[config.mk]
export PLATFORM = sky130hd
export DESIGN_NAME = wimax_pingpong_ctrl
export DESIGN_NICKNAME = d
export VERILOG_FILES = /design/src/rtl/wimax_pingpong_ctrl.sv
export SDC_FILE = /design/constraint.sdc
export NUM_CORES = 1
export LEC_CHECK = 0
export CAP_MARGIN = 20
export CORE_UTILIZATION = 50
export DETAILED_ROUTE_END_ITERATION = 10
export HOLD_SLACK_MARGIN = 0.12
export PLACE_DENSITY = 0.79
export SYNTH_ARGS = -nofsm -noshare
export SYNTH_HDL_FRONTEND = slang
export SYNTH_SLANG_ARGS = --single-unit
export TNS_END_PERCENT = 30
[constraint.sdc]
create_clock -name clk -period 3.57 [get_ports clk]
set_input_delay 1.071 -clock clk [delete_from_list [all_inputs] [get_ports clk]]
set_output_delay 1.071 -clock clk [all_outputs]
set_load 0.01 [all_outputs]
[src/rtl/wimax_pingpong_ctrl.sv]
// rtl/wimax_pingpong_ctrl.sv - ping-pong bank scheduler for the WiMax block interleaver bit RAM
// Optional macro PAD_FLUSH_EN: a short block ended by s_last is zero-padded to NCBPS bits.
module wimax_pingpong_ctrl #(
    parameter int NCBPS = 192,
    parameter int IDX_W = 8
) (
    input  logic             clk,
    input  logic             rst_n,
    input  logic             s_valid,
    output logic             s_ready,
    input  logic             s_data,
    input  logic             s_last,
    output logic             m_valid,
    input  logic             m_ready,
    output logic             m_data,
    output logic             m_last,
    output logic             ram_wr_en,
    output logic             ram_wr_bank,
    output logic [IDX_W-1:0] ram_wr_idx,
    output logic             ram_wr_data,
    output logic             ram_rd_en,
    output logic             ram_rd_bank,
    output logic [IDX_W-1:0] ram_rd_idx,
    input  logic             ram_rd_q,
    output logic [15:0]      blocks_done
);

    typedef enum logic [1:0] {
        BANK_EMPTY,
        BANK_FILLING,
        BANK_FULL,
        BANK_DRAINING
    } bank_state_t;

    localparam logic [IDX_W-1:0] LAST_IDX = IDX_W'(NCBPS - 1);

    bank_state_t      bank_state [2];
    bank_state_t      bank_nxt   [2];
    logic             wr_bank;
    logic             rd_bank;
    logic [IDX_W-1:0] wr_idx;
    logic [IDX_W-1:0] rd_idx;
    logic             pend;
    logic             pend_last;
    logic             out_valid;
    logic             out_data;
    logic             out_last;
    logic             skid_valid;
    logic             skid_data;
    logic             skid_last;
    logic [15:0]      done_cnt;
    logic             pad;
    logic             accept;
    logic             wr_fire;
    logic             rd_fire;
    logic             pop;
    logic             wr_at_last;
    logic             rd_at_last;
    logic             rd_ok;
    logic [1:0]       occ;

    assign s_ready = rst_n && !pad &&
                     (bank_state[wr_bank] == BANK_EMPTY || bank_state[wr_bank] == BANK_FILLING);
    assign accept     = s_valid && s_ready;
    assign wr_fire    = accept || pad;
    assign wr_at_last = (wr_idx == LAST_IDX);
    assign rd_at_last = (rd_idx == LAST_IDX);
    assign pop        = out_valid && m_ready;
    assign rd_ok      = (bank_state[rd_bank] == BANK_FULL) || (bank_state[rd_bank] == BANK_DRAINING);

    // Committed buffer occupancy: registered bits plus the read in flight, minus this cycle's pop.
    assign occ     = 2'(out_valid) + 2'(skid_valid) + 2'(pend) - 2'(pop);
    assign rd_fire = rd_ok && (occ < 2'd2);

    assign ram_wr_en   = wr_fire;
    assign ram_wr_bank = wr_bank;
    assign ram_wr_idx  = wr_idx;
    assign ram_wr_data = pad ? 1'b0 : s_data;
    assign ram_rd_en   = rd_fire;
    assign ram_rd_bank = rd_bank;
    assign ram_rd_idx  = rd_idx;

    assign m_valid     = out_valid;
    assign m_data      = out_data;
    assign m_last      = out_last;
    assign blocks_done = done_cnt;

`ifdef PAD_FLUSH_EN
    always_ff @(posedge clk or negedge rst_n) begin
        if (!rst_n) begin
            pad <= 1'b0;
        end else if (pad && wr_at_last) begin
            pad <= 1'b0;
        end else if (accept && s_last && !wr_at_last) begin
            pad <= 1'b1;
        end
    end
`else
    logic unused_s_last;
    assign pad           = 1'b0;
    assign unused_s_last = s_last;
`endif

    // Writer and reader never own the same bank, so both updates can apply in one cycle.
    always_comb begin
        bank_nxt[0] = bank_state[0];
        bank_nxt[1] = bank_state[1];
        if (wr_fire) begin
            bank_nxt[wr_bank] = wr_at_last ? BANK_FULL : BANK_FILLING;
        end
        if (rd_fire) begin
            bank_nxt[rd_bank] = rd_at_last ? BANK_EMPTY : BANK_DRAINING;
        end
    end

    always_ff @(posedge clk or negedge rst_n) begin
        if (!rst_n) begin
            bank_state[0] <= BANK_EMPTY;
            bank_state[1] <= BANK_EMPTY;
        end else begin
            bank_state[0] <= bank_nxt[0];
            bank_state[1] <= bank_nxt[1];
        end
    end

    always_ff @(posedge clk or negedge rst_n) begin
        if (!rst_n) begin
            wr_bank   <= 1'b0;
            wr_idx    <= '0;
            rd_bank   <= 1'b0;
            rd_idx    <= '0;
            pend      <= 1'b0;
            pend_last <= 1'b0;
        end else begin
            if (wr_fire) begin
                wr_idx <= wr_at_last ? '0 : wr_idx + 1'b1;
                if (wr_at_last) begin
                    wr_bank <= ~wr_bank;
                end
            end
            if (rd_fire) begin
                rd_idx <= rd_at_last ? '0 : rd_idx + 1'b1;
                if (rd_at_last) begin
                    rd_bank <= ~rd_bank;
                end
            end
            pend      <= rd_fire;
            pend_last <= rd_fire && rd_at_last;
        end
    end

    // Output register plus one skid entry; the skid only fills while the output is held.
    always_ff @(posedge clk or negedge rst_n) begin
        if (!rst_n) begin
            out_valid  <= 1'b0;
            out_data   <= 1'b0;
            out_last   <= 1'b0;
            skid_valid <= 1'b0;
            skid_data  <= 1'b0;
            skid_last  <= 1'b0;
            done_cnt   <= 16'd0;
        end else begin
            if (pop || !out_valid) begin
                if (skid_valid) begin
                    out_valid  <= 1'b1;
                    out_data   <= skid_data;
                    out_last   <= skid_last;
                    skid_valid <= pend;
                    skid_data  <= pend && ram_rd_q;
                    skid_last  <= pend && pend_last;
                end else begin
                    out_valid <= pend;
                    out_data  <= pend && ram_rd_q;
                    out_last  <= pend && pend_last;
                end
            end else if (pend) begin
                skid_valid <= 1'b1;
                skid_data  <= ram_rd_q;
                skid_last  <= pend_last;
            end
            if (pop && out_last) begin
                done_cnt <= done_cnt + 16'd1;
            end
        end
    end

endmodule
==> flow_summary_export.csv, run 1 <==
group,metric,value,unit
synthesis,synthTopCellsByArea,"dfrtp_1, xnor2_1, ha_1, xor2_1, nand3_1",
clock_network,cts_buffers,5,
routing,routedWlPerCell,13.51,um
synthesis,synth_common_cells,"dfrtp_1, nor2_1, xnor2_1, nand3_1, nand2_1",
grt,top_usage_layer,"met2",
final_layout,drive_gt1_share,12.80,%
die,start_util,52.48,%
timing,setup_ws,0.06807,ns
grt,grt_start_max_net_pins,36,
critical_path,critical_path.max_fanout,2,
clock_network,cts_tree,"yes",
synthesis,syn-num-nets,205,
synthesis,synthCells,193,
timing,hold_violations,0,
die,coreArea,4058,um^2
grt,grt_pass1_wl,6844,um
final_layout,antenna_cells,0,
die,die_area,4524,um^2
final_layout,instances_no_fill,300,
synthesis,netlist.top_cell.by_area,"dfrtp_1",
final_layout,fill_cells,323,
critical_path,required,2.50,ns
die,die_h,67.26,um
placed_design,dpl.cell_count,291,
placed_design,place_ws,-0.7582,ns
hold_path,hp-class,"flop to flop",
synthesis,yosysMostFrequentCell,"dfrtp_1",
routing,drcViolationCount,0,
timing,fmax,0.2856,GHz
timing,drv_slew,0,
critical_path,end_kind,"output port",
timing,finalCritPeriodShare,98.09,%
synthesis,synth_top_area_share,51.70,%
critical_path,worst_r2r_path_depth,11,
timing,setup_viol,0,
die,core.rowCount,23,
synthesis,ys_ff_latch,44,
critical_path,arrival,2.43,ns
clock_network,clock_path_buffers,2,
synthesis,synth.distinct_cells,45,
grt,grt_use_total,20.27,%
synthesis,netlist_area,2130,um^2
routing,viasPerCell,5.450,
power_and_ir_drop,total_leakage_power,1.231,nW
synthesis,synth_ff_type,"dfrtp_1",
timing,fin_crit,3.502,ns
synthesis,async_reset_ff_share,100.0,%
placed_design,dpl.hpwl,2931,um
synthesis,synth_edf_count,0,
clock_network,htreeDepth,2,
placed_design,globalplace.congestion,0.7324,
synthesis,ys_warn_count,0,
grt,grtUsageMet3,4.561,%
timing,relSlewSlack,70.82,%
power_and_ir_drop,p_per_area,382.8,nW/um^2
final_layout,multiInputGateArea,994.7,um^2
routing,vias,1635,
die,boundaryPins,48,
clock_network,clk_pin_slew,0.07,ns
routing,first_pass_iters,4,
run,max_cap_violations,0,
critical_path,rrSetupSlack,1.39,ns
timing,tightestPinTransition,0.4376,ns
outcome,status,"finished clean",
final_layout,seqCellArea,1101,um^2
synthesis,synth_seq_area_share,51.70,%
grt,gr-total-overflow,0,
timing,fin_worst_skew,0.006244,ns
final_layout,fin_nets,261,
clock_network,clockRootBuffer,"clkbuf_8",
placed_design,portBuffers,44,
timing,rsz0062_at_grt,"no",
die,chipWidth,67.26,um
grt,grt_use_met2,33.00,%
power_and_ir_drop,peakVddDrop,218.2,uV
critical_path,worst_r2r_startpoint,"m_valid",
critical_path,r2r-end,"ram_rd_idx[1]",
clock_network,clock_latency,0.29,ns
routing,antenna_left,0,
critical_path,cp-endpoint,"ram_rd_en",
routing,first_iter_violations,71,
critical_path,critical_path_class,"input port to output port",
routing,routed_wl,4052,um
critical_path,startpoint,"m_ready",
grt,grt_pass1_vias,1504,
clock_network,cts_sinks,44,
grt,antenna_found_initial,0,
critical_path,critPathLaunchType,"input port",
synthesis,synth.avg_cell_area,11.03,um^2
final_layout,area_growth,30.43,%
grt,use_met1,26.38,%
where the power goes:
group / total, mW / switching (mW) / leakage [nW] / internal (mW)
clock: 0.315 / 0.157 / 0.0455 / 0.158
combinational: 0.165 / 0.0671 / 0.603 / 0.0975
sequential: 0.584 / 0.0509 / 0.582 / 0.533
total: 1.06 / 0.275 / 1.23 / 0.789
logic make-up (layout without fill, tap and decap cells):
family	after synthesis	after routing	share of synthesized area [%]
compound gates	22	22	7.521
buf+inv	12	69	2.879
mux	10	10	5.111
flops	44	44	51.70
xor+xnor	22	22	9.048
fa+ha+maj	6	6	3.408
simple gates	77	77	20.33
sequential cells by signal, summed over array words and instances (netlist names), 2 cells and up:
register     count
ram_rd_idx       8
ram_wr_idx       8
blocks_done     16
bank_state       2
layout by cell type, fill, tap and decap left out, drive strengths merged, types with 3 or more instances in the layout:
master	instances
a21oi	4
dfrtp	44
mux2	7
buf	12
nand2	10
ha	5
clkbuf	8
nor2	15
o21ai	5
xor2	7
xnor2	15
clkdlybuf4s50	41
nand2b	4
nand3	12
and4	3
nand4	10
nor3	3
inv	8
mux2i	3
and3	3
nor4	3
and2	5
worst min-delay path by stage:
stage	startpoint	endpoint	cells past startpoint
6_report	blocks_done[15]	blocks_done[15]	1
3_5_place_dp	blocks_done[15]	blocks_done[15]	1
3_3_place_gp	blocks_done[15]	blocks_done[15]	1
5_1_grt	blocks_done[15]	blocks_done[15]	1
2_1_floorplan	skid_data	skid_data	1
4_1_cts	blocks_done[15]	blocks_done[15]	1
through the flow:
| step | area (um^2) | util, % | setup TNS, ns | power (mW) | hold slack [ns] |
|---|---|---|---|---|---|
| global route | 2778 | 68.46 | 0 | 1.114 | 0.5185 |
| finish | 2778 | 68.46 | 0 | 1.063 | 0.4735 |
| CTS | 2778 | 68.46 | 0 | 1.075 | 0.4773 |
| detailed placement | 2656 | 65.46 | -0.7582 | 0.7593 | 0.4644 |
| floorplan | 2130 | - | 0 | 0.6567 | 0.4661 |
| global placement | 2656 | 65.46 | -0.7644 | 0.7536 | 0.4590 |
per-layer routing:
metal | part of all wire (%) | routed length (um)
met1 | 47 | 1912
met2 | 48 | 1935
met3 | 3.8 | 153
met4 | 1.3 | 51
met5 | 0 | 0
final cells by class:
cell class | instances | area share (%)
flip-flops and latches | 44 | 39.64
multi-input cells | 137 | 35.81
repair buffers | 53 | 17.97
clock buffers | 8 | 3.243
well taps | 50 | 2.252
inverters | 8 | 1.081
critical path, cell delays in order:
cell and delay (ns):
buf_2 0.10, and2_4 0.14, ha_4 0.25, inv_2 0.04, ha_4 0.25, a21oi_2 0.05, xnor2_1 0.13, or2_1 0.23
inv_2 0.07, buf_6 0.09
repair_timing:
item                                    4_1_cts  5_1_grt
hold buffers                                  0        0
pin swaps                                     4        2
setup buffers                                 1        0
gates resized for setup                      13        0
endpoints found under the setup margin        1        1
Note: power is estimated with default switching activity, not from simulation.
==> inputs of run 2 (changes only) <==
- CELL_PAD_IN_SITES_DETAIL_PLACEMENT: default -> 0
- CELL_PAD_IN_SITES_GLOBAL_PLACEMENT: default -> 1
- CORE_UTILIZATION: 50 -> 42
- PLACE_DENSITY: 0.79 -> default
- PLACE_DENSITY_LB_ADDON: default -> 0.1
- clock period: 3.57 -> 4.3 ns (I/O delays scaled with it)
==> flow_summary_export.csv, run 2 (synthesis results as in run 1) <==
group,metric,value,unit
outcome,status,"finished clean",
die,core.rowCount,25,
clock_network,clk_pin_slew,0.08,ns
critical_path,rrSetupSlack,2.01,ns
clock_network,htreeDepth,2,
power_and_ir_drop,clkPwrFrac,35.3,%
routing,first_iter_violations,68,
timing,finalCritPeriodShare,97.61,%
power_and_ir_drop,p_sw_share,24.47,%
power_and_ir_drop,total_leakage_power,1.239,nW
power_and_ir_drop,p_seq_share,50.4,%
critical_path,r2r-end,"ram_rd_idx[6]",
placed_design,globalplace.congestion,0.7800,
critical_path,startpoint,"m_ready",
grt,grt_start_max_net_pins,37,
routing,antenna_left,0,
clock_network,cts_tree,"yes",
timing,fmax,0.2382,GHz
power_and_ir_drop,peakVddDrop,248.3,uV
grt,grt_pass1_vias,1685,
power_and_ir_drop,p_per_area,346.0,nW/um^2
die,start_util,44.50,%
placed_design,dpl.hpwl,3145,um
die,die_h,73.21,um
routing,viasPerCell,5.322,
final_layout,antenna_cells,0,
critical_path,max_stage_delay,0.27,ns
final_layout,area_growth,30.79,%
final_layout,largest_reg_flops,16,
clock_network,cts_buffers,5,
clock_network,clock_latency,0.28,ns
routing,routed_wl,4392,um
critical_path,worst_r2r_path_depth,9,
critical_path,end_kind,"output port",
timing,finalSetupTns,0,ns
critical_path,arrival,2.91,ns
hold_path,hp-class,"flop to flop",
final_layout,drive_gt1_share,10.93,%
routing,routedWlPerCell,13.99,um
die,die_area,5359,um^2
final_layout,fill_cells,414,
critical_path,path_common_cell,"ha_1",
power_and_ir_drop,pwr-share-comb,14.3,%
run,max_cap_violations,0,
critical_path,critical_path_class,"input port to output port",
critical_path,required,3.01,ns
critical_path,cp_cell_sequence,"dlygate4sd2_1, and2_4, ha_1, inv_1, ha_1, a21oi_2, xnor2_1, or2_1, inv_2, buf_2",
final_layout,fin_nets,258,
timing,tightestPinTransition,0.4507,ns
timing,relSlewSlack,69.95,%
grt,grt_use_total,18.60,%
placed_design,portBuffers,44,
power_and_ir_drop,internal_power,727.8,uW
placed_design,dpl_cell_area,2663,um^2
clock_network,clockRootBuffer,"clkbuf_8",
timing,fin_worst_skew,0.005695,ns
clock_network,cts_hold_buf,0,
final_layout,fin_area,2785,um^2
routing,drcViolationCount,0,
die,coreArea,4786,um^2
timing,setup_viol,0,
timing,rsz0062_at_grt,"no",
critical_path,cp_slowest_cell,"ha_1",
hold_path,min_to,"blocks_done[15]",
final_layout,layout_commonest_cell,"dfrtp_1",
critical_path,critical_path.max_fanout,2,
final_layout,most-common-layout-cells,"dfrtp_1, clkdlybuf4s50_1, xnor2_1, nor2_1, nand3_1",
timing,fin_crit,4.197,ns
hold_path,worstHoldStart,"blocks_done[15]",
die,chipWidth,73.21,um
clock_network,clock_path_buffers,2,
routing,first_pass_iters,4,
hold_path,hold_depth,1,
power_and_ir_drop,switchingPower,235.8,uW
grt,antenna_found_initial,0,
timing,drv_slew,0,
grt,grt_pass1_wl,7679,um
critical_path,critPathLaunchType,"input port",
die,boundaryPins,48,
timing,hold_violations,0,
placed_design,place_ws,-0.5128,ns
routing,vias,1671,
grt,gr-total-overflow,0,
power_and_ir_drop,total_power,963.6,uW
clock_network,cts_sinks,44,
timing,setup_ws,0.1026,ns
critical_path,worst_r2r_startpoint,"m_valid",
final_layout,utilization,58.20,%
run 2: cell types whose count changed in the layout (fill, tap and decap cells not counted), sizes merged:
cell         previous run  this run
clkbuf                  8         7
dlygate4sd2             0         1
buf                    12         8
bufinv                  0         1
run 2: worst max-delay path, delay by kind of cell:
family                   cells  cell delay (ns)
adder cells (fa/ha/maj)      2             0.53
buffers and inverters        4             0.47
AND/OR/NAND/NOR              2             0.38
AO/OA/AOI/OAI                1             0.14
XOR/XNOR                     1             0.09
run 2: power by group through the flow:
stage               logic [mW]  registers, mW  clock network (mW)
CTS                      0.141          0.485               0.348
finish                   0.138          0.486               0.340
global placement         0.136          0.490                   0
floorplan               0.0458          0.499                   0
detailed placement       0.140          0.493                   0
global route             0.152          0.494               0.370
run 2: final cells by class:
type | instances | area, um^2 | share of cell area [%]
inverters | 8 | 30.03 | 1.078
flip-flops and latches | 44 | 1101 | 39.53
multi-input cells | 137 | 969.7 | 34.82
clock inverters | 1 | 30.03 | 1.078
well taps | 67 | 83.83 | 3.010
clock buffers | 7 | 96.34 | 3.459
repair buffers | 50 | 474.2 | 17.03
run 2: how the worst max path moves through the flow:
stage,cells after the start,to,slack (ns)
after CTS,10,ram_rd_en,0.05
after global placement,10,ram_rd_en,-0.50
after global routing,10,ram_rd_en,0.00008
after floorplan,8,ram_rd_en,0.46
final,10,ram_rd_en,0.10
after detailed placement,10,ram_rd_en,-0.51
run 2: per-layer routing:
layer / up-vias / part of all wire (%) / wire (um) / track usage [%]
met5: - / 0 / 0 / 0
met4: 0 / 0.61 / 27 / 5.447
met3: 2 / 4.6 / 203 / 3.591
met2: 50 / 48 / 2109 / 31.89
met1: 825 / 47 / 2051 / 23.74
li1: 794 / - / - / -
run 2: repair_timing:
item,CTS,global route
hold endpoints to repair,0,0
buffers inserted,0,0
pin swaps,3,3
setup endpoints to repair,1,1
resized for setup,6,0
run 2: through the flow:
| stage | hold WS [ns] | instances |
|---|---|---|
| 4_1_cts | 0.4855 | 314 |
| 6_report | 0.4820 | 314 |
| 3_3_place_gp | 0.4593 | 306 |
| 3_5_place_dp | 0.4697 | 306 |
| 5_1_grt | 0.5149 | 314 |
| 2_1_floorplan | 0.4661 | 193 |
==> inputs of run 3 (changes only) <==
- PLACE_DENSITY: default -> 0.82
- PLACE_DENSITY_LB_ADDON: 0.1 -> default
==> flow_summary_export.csv, run 3 (synthesis results as in run 1) <==
group,metric,value,unit
timing,drv_slew,0,
timing,fin_crit,4.165,ns
final_layout,largest_reg_flops,16,
power_and_ir_drop,peakVddDrop,173.3,uV
critical_path,end_kind,"output port",
power_and_ir_drop,switchingPower,239.3,uW
final_layout,layout_commonest_cell,"dfrtp_1",
clock_network,cts_tree,"yes",
final_layout,area_growth,33.31,%
critical_path,critical_path_class,"input port to output port",
critical_path,arrival,2.87,ns
placed_design,dpl.hpwl,2957,um
clock_network,cts_hold_buf,0,
timing,fin_hold_ws,0.4711,ns
clock_network,cts_buffers,5,
placed_design,portBuffers,44,
final_layout,fill_cells,425,
grt,grt_pass1_wl,6803,um
timing,setup_viol,0,
hold_path,hp-class,"flop to flop",
routing,routedWlPerCell,12.96,um
final_layout,fin_nets,262,
critical_path,rrSetupSlack,1.79,ns
routing,first_iter_violations,68,
clock_network,htreeDepth,2,
die,chipWidth,73.21,um
outcome,status,"finished clean",
die,die_h,73.21,um
grt,grt_use_total,16.79,%
timing,fmax,0.2401,GHz
final_layout,most-common-layout-cells,"dfrtp_1, clkdlybuf4s50_1, nor2_1, xnor2_1, nand3_1",
power_and_ir_drop,p_sw_share,25.13,%
clock_network,cts_sinks,44,
routing,vias,1589,
critical_path,critPathLaunchType,"input port",
die,start_util,44.50,%
grt,grt_start_max_net_pins,27,
timing,tightestPinTransition,0.4319,ns
final_layout,fin_area,2839,um^2
die,core.rowCount,25,
routing,routed_wl,4122,um
placed_design,dpl_cell_area,2670,um^2
die,die_area,5359,um^2
placed_design,place_ws,-0.5111,ns
power_and_ir_drop,p_per_area,335.5,nW/um^2
routing,drcViolationCount,0,
routing,antenna_left,0,
grt,antenna_found_initial,0,
critical_path,required,3.01,ns
timing,relSlewSlack,71.21,%
clock_network,clockRootBuffer,"clkbuf_8",
routing,first_pass_iters,4,
final_layout,antenna_cells,0,
clock_network,clk_pin_slew,0.08,ns
timing,rsz0062_at_grt,"no",
timing,fin_worst_skew,0.005156,ns
power_and_ir_drop,internal_power,713.1,uW
placed_design,globalplace.congestion,0.7452,
power_and_ir_drop,clkPwrFrac,34.7,%
timing,hold_violations,0,
power_and_ir_drop,total_power,952.5,uW
clock_network,clock_latency,0.29,ns
timing,finalSetupTns,0,ns
timing,setup_ws,0.1353,ns
grt,grt_pass1_vias,1446,
power_and_ir_drop,pwr-share-comb,14.3,%
final_layout,drive_gt1_share,13.55,%
timing,finalCritPeriodShare,96.85,%
routing,viasPerCell,4.997,
die,boundaryPins,48,
clock_network,clock_path_buffers,2,
power_and_ir_drop,p_seq_share,51.0,%
critical_path,critical_path.max_fanout,2,
power_and_ir_drop,total_leakage_power,1.266,nW
die,coreArea,4786,um^2
run,max_cap_violations,0,
grt,gr-total-overflow,0,
-- run 3: repair_timing --
item                       in CTS  in global routing
pin swaps                       3                  3
gates resized for setup         6                  4
setup endpoints to repair       1                  1
buffers inserted                1                  2
-- run 3: per-stage QoR --
| step | std cells | utilization, % |
|---|---|---|
| finish | 318 | 59.32 |
| CTS | 316 | 58.41 |
| global route | 318 | 59.32 |
| detailed placement | 307 | 55.79 |
| global placement | 307 | 55.79 |
| floorplan | 193 | - |
-- run 3: path summary, 6_finish.rpt --
| check | start | depth (start not counted) | end |
|---|---|---|---|
| max in group asynchronous | rst_n | 2 | bank_state[3] |
| worst max register to register | m_valid | 11 | ram_rd_bank |
| worst max-delay path | m_ready | 10 | ram_rd_en |
| worst min-delay path | blocks_done[15] | 1 | blocks_done[15] |
| min in group asynchronous | rst_n | 2 | blocks_done[13] |
| worst min register to register | blocks_done[15] | 1 | blocks_done[15] |
-- run 3: final cells by class --
class | count | area [um^2] | share of cell area (%)
Clock buffer | 6 | 82.58 | 2.909
Clock inverter | 2 | 38.79 | 1.366
Inverter | 8 | 30.03 | 1.058
Multi-Input combinational cell | 137 | 992.2 | 34.95
Sequential cell | 44 | 1101 | 38.78
Tap cell | 67 | 83.83 | 2.953
Timing Repair Buffer | 54 | 510.5 | 17.98
-- run 3: critical path, cell delays in order --
cell and delay, ns:
dlygate4sd2_1 0.25, and2_4 0.14, ha_1 0.26, inv_1 0.09, ha_4 0.20, a21oi_2 0.16
xnor2_2 0.08, or2_4 0.24, inv_2 0.06, buf_6 0.09
-- run 3: per-layer routing --
metal,vias to the layer above,GRT usage (%),share of wire (%)
li1,799,-,-
met2,32,25.31,45
met1,753,22.86,49
met4,0,5.229,1.2
met3,5,5.525,4.8
met5,-,0,0
-- run 3: power groups by stage --
stage / Clock, mW / Sequential (mW) / Combinational [mW]
after floorplan: 0 / 0.499 / 0.0458
after global placement: 0 / 0.493 / 0.135
after detailed placement: 0 / 0.493 / 0.138
after CTS: 0.340 / 0.485 / 0.139
after global routing: 0.357 / 0.492 / 0.152
final: 0.331 / 0.485 / 0.137
